<file path="config.mk">
export PLATFORM = sky130hd
export DESIGN_NAME = apb_wait_slave
export DESIGN_NICKNAME = d
export VERILOG_FILES = /design/src/rtl/apb_wait_slave.sv
export SDC_FILE = /design/constraint.sdc
export NUM_CORES = 1
export LEC_CHECK = 0
export CAP_MARGIN = 20
export CORE_MARGIN = 1.5
export CORE_UTILIZATION = 45
export CTS_BUF_LIST = sky130_fd_sc_hd__clkbuf_8
export DETAILED_ROUTE_END_ITERATION = 8
export PLACE_DENSITY = 0.65
export SLEW_MARGIN = 20
export SYNTH_ARGS = -nofsm -noshare
export SYNTH_HDL_FRONTEND = slang
export SYNTH_SLANG_ARGS = --single-unit
</file>
<file path="constraint.sdc">
create_clock -name PCLK -period 3.1 [get_ports PCLK]
set_clock_uncertainty 0.1 [all_clocks]
set_input_delay 0.31 -clock PCLK [delete_from_list [all_inputs] [get_ports PCLK]]
set_output_delay 0.31 -clock PCLK [all_outputs]
set_load 0.005 [all_outputs]
</file>
<file path="src/rtl/apb_wait_slave.sv">
`default_nettype none
// ---------------------------------------------------------------------------
// apb_wait_slave : APB2 completer, DEPTH x 8 register file, programmable waits
// Revision 1.0
// ---------------------------------------------------------------------------
module apb_wait_slave #(
  parameter int DEPTH       = 64,
  parameter int WAIT_STATES = 2
) (
  input  logic       PCLK,
  input  logic       PRESET,
  input  logic       PSEL,
  input  logic       PENABLE,
  input  logic       PWRITE,
  input  logic [8:0] PADDR,
  input  logic [7:0] PWDATA,
  output logic [7:0] PRDATA,
  output logic       PREADY,
  output logic       PSLVERR
);

  localparam int AW = (DEPTH > 1) ? $clog2(DEPTH) : 1;

  typedef enum logic [1:0] {
    S_IDLE = 2'd0,
    S_WAIT = 2'd1,
    S_RESP = 2'd2
  } state_t;

  state_t      state_q, state_d;
  logic [3:0]  cnt_q, cnt_d;
  logic [7:0]  addr_q, addr_d;
  logic        write_q, write_d;
  logic [7:0]  wdata_q, wdata_d;
  logic [7:0]  prdata_q, prdata_d;
  logic        pready_q, pready_d;
  logic        pslverr_q, pslverr_d;
  logic        mem_we;
  logic [7:0]  mem_q [DEPTH];

  logic        w_oor;
  logic        w_mismatch;
  logic        w_err;
  logic [7:0]  w_rd;

  // PADDR[8] selects this slave upstream; it carries no meaning here.
  logic        unused_paddr8;
  assign unused_paddr8 = PADDR[8];

  assign w_oor      = ({1'b0, addr_q} >= 9'(DEPTH));
  assign w_mismatch = (PADDR[7:0] != addr_q) || (PWRITE != write_q) ||
                      (write_q && (PWDATA != wdata_q));
  assign w_err      = w_oor || w_mismatch;
  assign w_rd       = mem_q[addr_q[AW-1:0]];

  always_comb begin
    state_d   = state_q;
    cnt_d     = cnt_q;
    addr_d    = addr_q;
    write_d   = write_q;
    wdata_d   = wdata_q;
    prdata_d  = prdata_q;
    pready_d  = pready_q;
    pslverr_d = pslverr_q;
    mem_we    = 1'b0;
    case (state_q)
      S_IDLE: begin
        pready_d  = 1'b0;
        pslverr_d = 1'b0;
        if (PSEL && !PENABLE) begin
          addr_d  = PADDR[7:0];
          write_d = PWRITE;
          wdata_d = PWDATA;
          cnt_d   = 4'(WAIT_STATES);
          state_d = S_WAIT;
        end
      end
      S_WAIT: begin
        if (!PSEL) begin
          state_d = S_IDLE;
        end else if (PENABLE) begin
          if (cnt_q != 4'd0) begin
            cnt_d = cnt_q - 4'd1;
          end else begin
            state_d  = S_RESP;
            pready_d = 1'b1;
            if (w_err) begin
              pslverr_d = 1'b1;
              prdata_d  = 8'h00;
            end else if (write_q) begin
              mem_we = 1'b1;
            end else begin
              prdata_d = w_rd;
            end
          end
        end
      end
      S_RESP: begin
        pready_d  = 1'b0;
        pslverr_d = 1'b0;
        state_d   = S_IDLE;
      end
      default: begin
        state_d = S_IDLE;
      end
    endcase
  end

  always_ff @(posedge PCLK) begin
    if (PRESET) begin
      state_q   <= S_IDLE;
      cnt_q     <= 4'd0;
      addr_q    <= 8'h00;
      write_q   <= 1'b0;
      wdata_q   <= 8'h00;
      prdata_q  <= 8'h00;
      pready_q  <= 1'b0;
      pslverr_q <= 1'b0;
    end else begin
      state_q   <= state_d;
      cnt_q     <= cnt_d;
      addr_q    <= addr_d;
      write_q   <= write_d;
      wdata_q   <= wdata_d;
      prdata_q  <= prdata_d;
      pready_q  <= pready_d;
      pslverr_q <= pslverr_d;
    end
  end

  always_ff @(posedge PCLK) begin
    if (PRESET) begin
      for (int i = 0; i < DEPTH; i++) begin
        mem_q[i] <= 8'h00;
      end
    end else if (mem_we) begin
      mem_q[addr_q[AW-1:0]] <= wdata_q;
    end
  end

  assign PRDATA  = prdata_q;
  assign PREADY  = pready_q;
  assign PSLVERR = pslverr_q;

endmodule
`default_nettype wire

</file>
==> run_results.csv <==
group,metric,value,unit
outcome,status,"completed",
floorplanning,core-area,53000,um2
timing,finalCritPeriodShare,92.7,%
route,wire_per_inst,24.6,um
clocking,clock-root-buffer,"clkbuf_8",
floorplanning,ios,32,
synthesis,yosysSeqAreaShare,66.5,%
worst_hold_path,min_path_type,"input port to register",
route,dr.pass1.iters,6,
route,antenna_left,0,
clocking,cts_buffer_depth,3,
placement,portBuffers,30,
synthesis,synth_top_area_share,63.3,%
timing,max_freq,348,MHz
global_route,gr-usage-met1,33.2,%
placement,gp_congestion,0.878,
global_route,overflow,0,
timing,fin_tns_setup,0,ns
worst_setup_path,cp_data_arrival_time,3.35,ns
worst_setup_path,criticalPathCategory,"register to register",
power,peakVddDrop,429,uV
worst_setup_path,crit_fanout,13,
route,drtIter0Drc,2074,
global_route,use_met3,4.58,%
layout,nets,2016,
synthesis,ys.flop_type,"edfxtp_1",
synthesis,syn_avg_cell_area,13.2,um2
worst_setup_path,crit_required,3.57,ns
layout,num_antenna_cells,0,
route,routed_via_density,5.83,
flow_run,drv_cap,0,
timing,post-route-min-period,2.87,ns
layout,post-route-util,54.3,%
clocking,cts_tree,"built",
global_route,grt_util_met2,38.8,%
global_route,grt_pass1_wl,99800,um
synthesis,synth_common_cells,"526 x nor2_1, 512 x edfxtp_1, 117 x nand2_1, 94 x clkbuf_1",
power,leakagePower,9.85,nW
clocking,numCtsBuffers,89,
timing,worst_pin_slew,1.12,ns
route,vias,16000,
synthesis,ys_ff_latch,551,
global_route,top_usage_layer,"met2",
global_route,grt_use_total,24.5,%
worst_setup_path,startpoint_type,"register",
clocking,h-tree-depth,3,
floorplanning,die_w,235,um
synthesis,synth_area_leaders,"edfxtp_1 63%, nor2_1 8.1%, mux4_2 8.0%",
synthesis,synth_warnings,0,
clocking,clk_pin_slew,0.06,ns
synthesis,syn_area,24300,um2
synthesis,yosysMostFrequentCell,"nor2_1",
timing,relSlewSlack,25.5,%
timing,rsz0062_at_grt,"no",
timing,hold_viol,0,
synthesis,syn_inst,1844,
synthesis,yosysTopAreaCell,"edfxtp_1",
route,drt_drc_violations_left,0,
floorplanning,fp.dieArea,55400,um2
timing,slew_viol_final,0,
synthesis,synth_edf_count,512,
worst_setup_path,cp-end-kind,"register",
clocking,worstSkewPairLatency,0.67,ns
floorplanning,start_util,45.8,%
floorplanning,rows,84,
route,wirelength,67500,um
layout,drive_gt1_share,18.8,%
synthesis,syn-num-nets,1868,
synthesis,async_flop_share,0,%
floorplanning,die_y,235,um
timing,setup_violations,0,
global_route,grt_start_max_net_pins,88,
clocking,clock_sinks,551,
synthesis,yosysUniqueCellTypes,45,
placement,dp_hpwl,43800,um
global_route,first_global_vias,16000,
global_route,antenna_found_initial,0,
layout,areaGrowthSynthToFinish,18.6,%
power,p_per_area,537,nW/um2
==> state kept, by name (all words and copies together) (netlist names), named ones only <==
signal   count
mem_q      512
PRDATA       8
addr_q       8
wdata_q      8
cnt_q        4
state_q      2
PREADY       1
PSLVERR      1
write_q      1
==> metrics by stage <==
| stage | cells | instance area, um2 | power (W) | setup slack, ns | hold WS, ns |
|---|---|---|---|---|---|
| floorplan | 1844 | 24300 | 0.00915 | 0.392 | 0.331 |
| global placement | 2587 | 27100 | 0.00971 | -0.0843 | 0.345 |
| detailed placement | 2587 | 27100 | 0.00974 | -0.0971 | 0.344 |
| CTS | 2746 | 28700 | 0.0155 | 0.0996 | 0.0655 |
| global route | 2747 | 28800 | 0.0159 | 0.0680 | 0.124 |
| finish | 2747 | 28800 | 0.0154 | 0.228 | 0.105 |
==> final timing paths <==
check	slack, ns	to	start	cells past startpoint
worst max-delay path	0.23	PRDATA[2]	register	7
worst min-delay path	0.11	addr_q[6]	PADDR[6]	3
worst max register to register	0.23	PRDATA[2]	register	7
worst min register to register	0.35	PSLVERR	PSLVERR	2
==> worst max-delay path, stage by stage (launching register included) <==
cell and delay, ns:
dfxtp_4 0.61, buf_16 0.22, mux4_2 0.55, a22o_1 0.19, o21ai_0 0.41, buf_4 0.20
o2111ai_1 0.15, a32o_1 0.33
==> logic make-up (layout without fill, tap and decap cells) <==
family          Yosys count  after routing  synth area share [%]
compound gates          211            211                  6.10
buf+inv                 152            367                  2.59
flops                   551            551                  66.5
xor+xnor                 18             18                 0.649
mux                     172            172                  11.5
fa+ha+maj                 2              2                 0.103
simple gates            738            738                  12.5
==> timing repair <==
action / 4_1_cts / 5_1_grt
gates resized for setup: 0 / 3
buffers inserted: 0 / 1
endpoints found under the hold margin: 3 / 0
setup endpoints to repair: 0 / 163
hold buffers: 1 / 0
==> power by group <==
group          internal (W)  switching, W  leakage [nW]
registers           0.00834      0.000103          5.61
logic              0.000524      0.000638          3.32
clock network       0.00296       0.00287         0.914
total                0.0118       0.00362          9.85
==> metal layers <==
layer | routed length (um) | up-vias
met5 | 0 | -
met4 | 2590 | 0
met3 | 6790 | 150
met2 | 31900 | 825
met1 | 26200 | 8010
li1 | - | 7035
==> placed cells by master (no fill, tap or decap), types with 13 or more instances in the layout <==
cell	n
nor2_1	526
edfxtp_1	512
nand2_1	116
clkbuf_8	94
buf_4	93
mux4_2	86
mux2i_1	86
buf_12	78
a21o_1	64
a21oi_1	43
dfxtp_1	36
inv_1	30
a22o_1	29
clkdlybuf4s50_1	29
nand3_1	26
clkinv_1	25
nor2b_1	20
xor2_1	17
o21ai_0	16
a31oi_1	15
a211oi_1	15
a22oi_1	13
==> final cells by class <==
class,count,area (um2)
repair buffers,203,2590
inverters,6,22.5
multi-input cells,1141,7520
fillers,4405,24200
flip-flops and latches,551,16200
clock buffers,94,1290
clock inverters,64,332
well taps,688,861
Power figures use the tool's default switching activity.
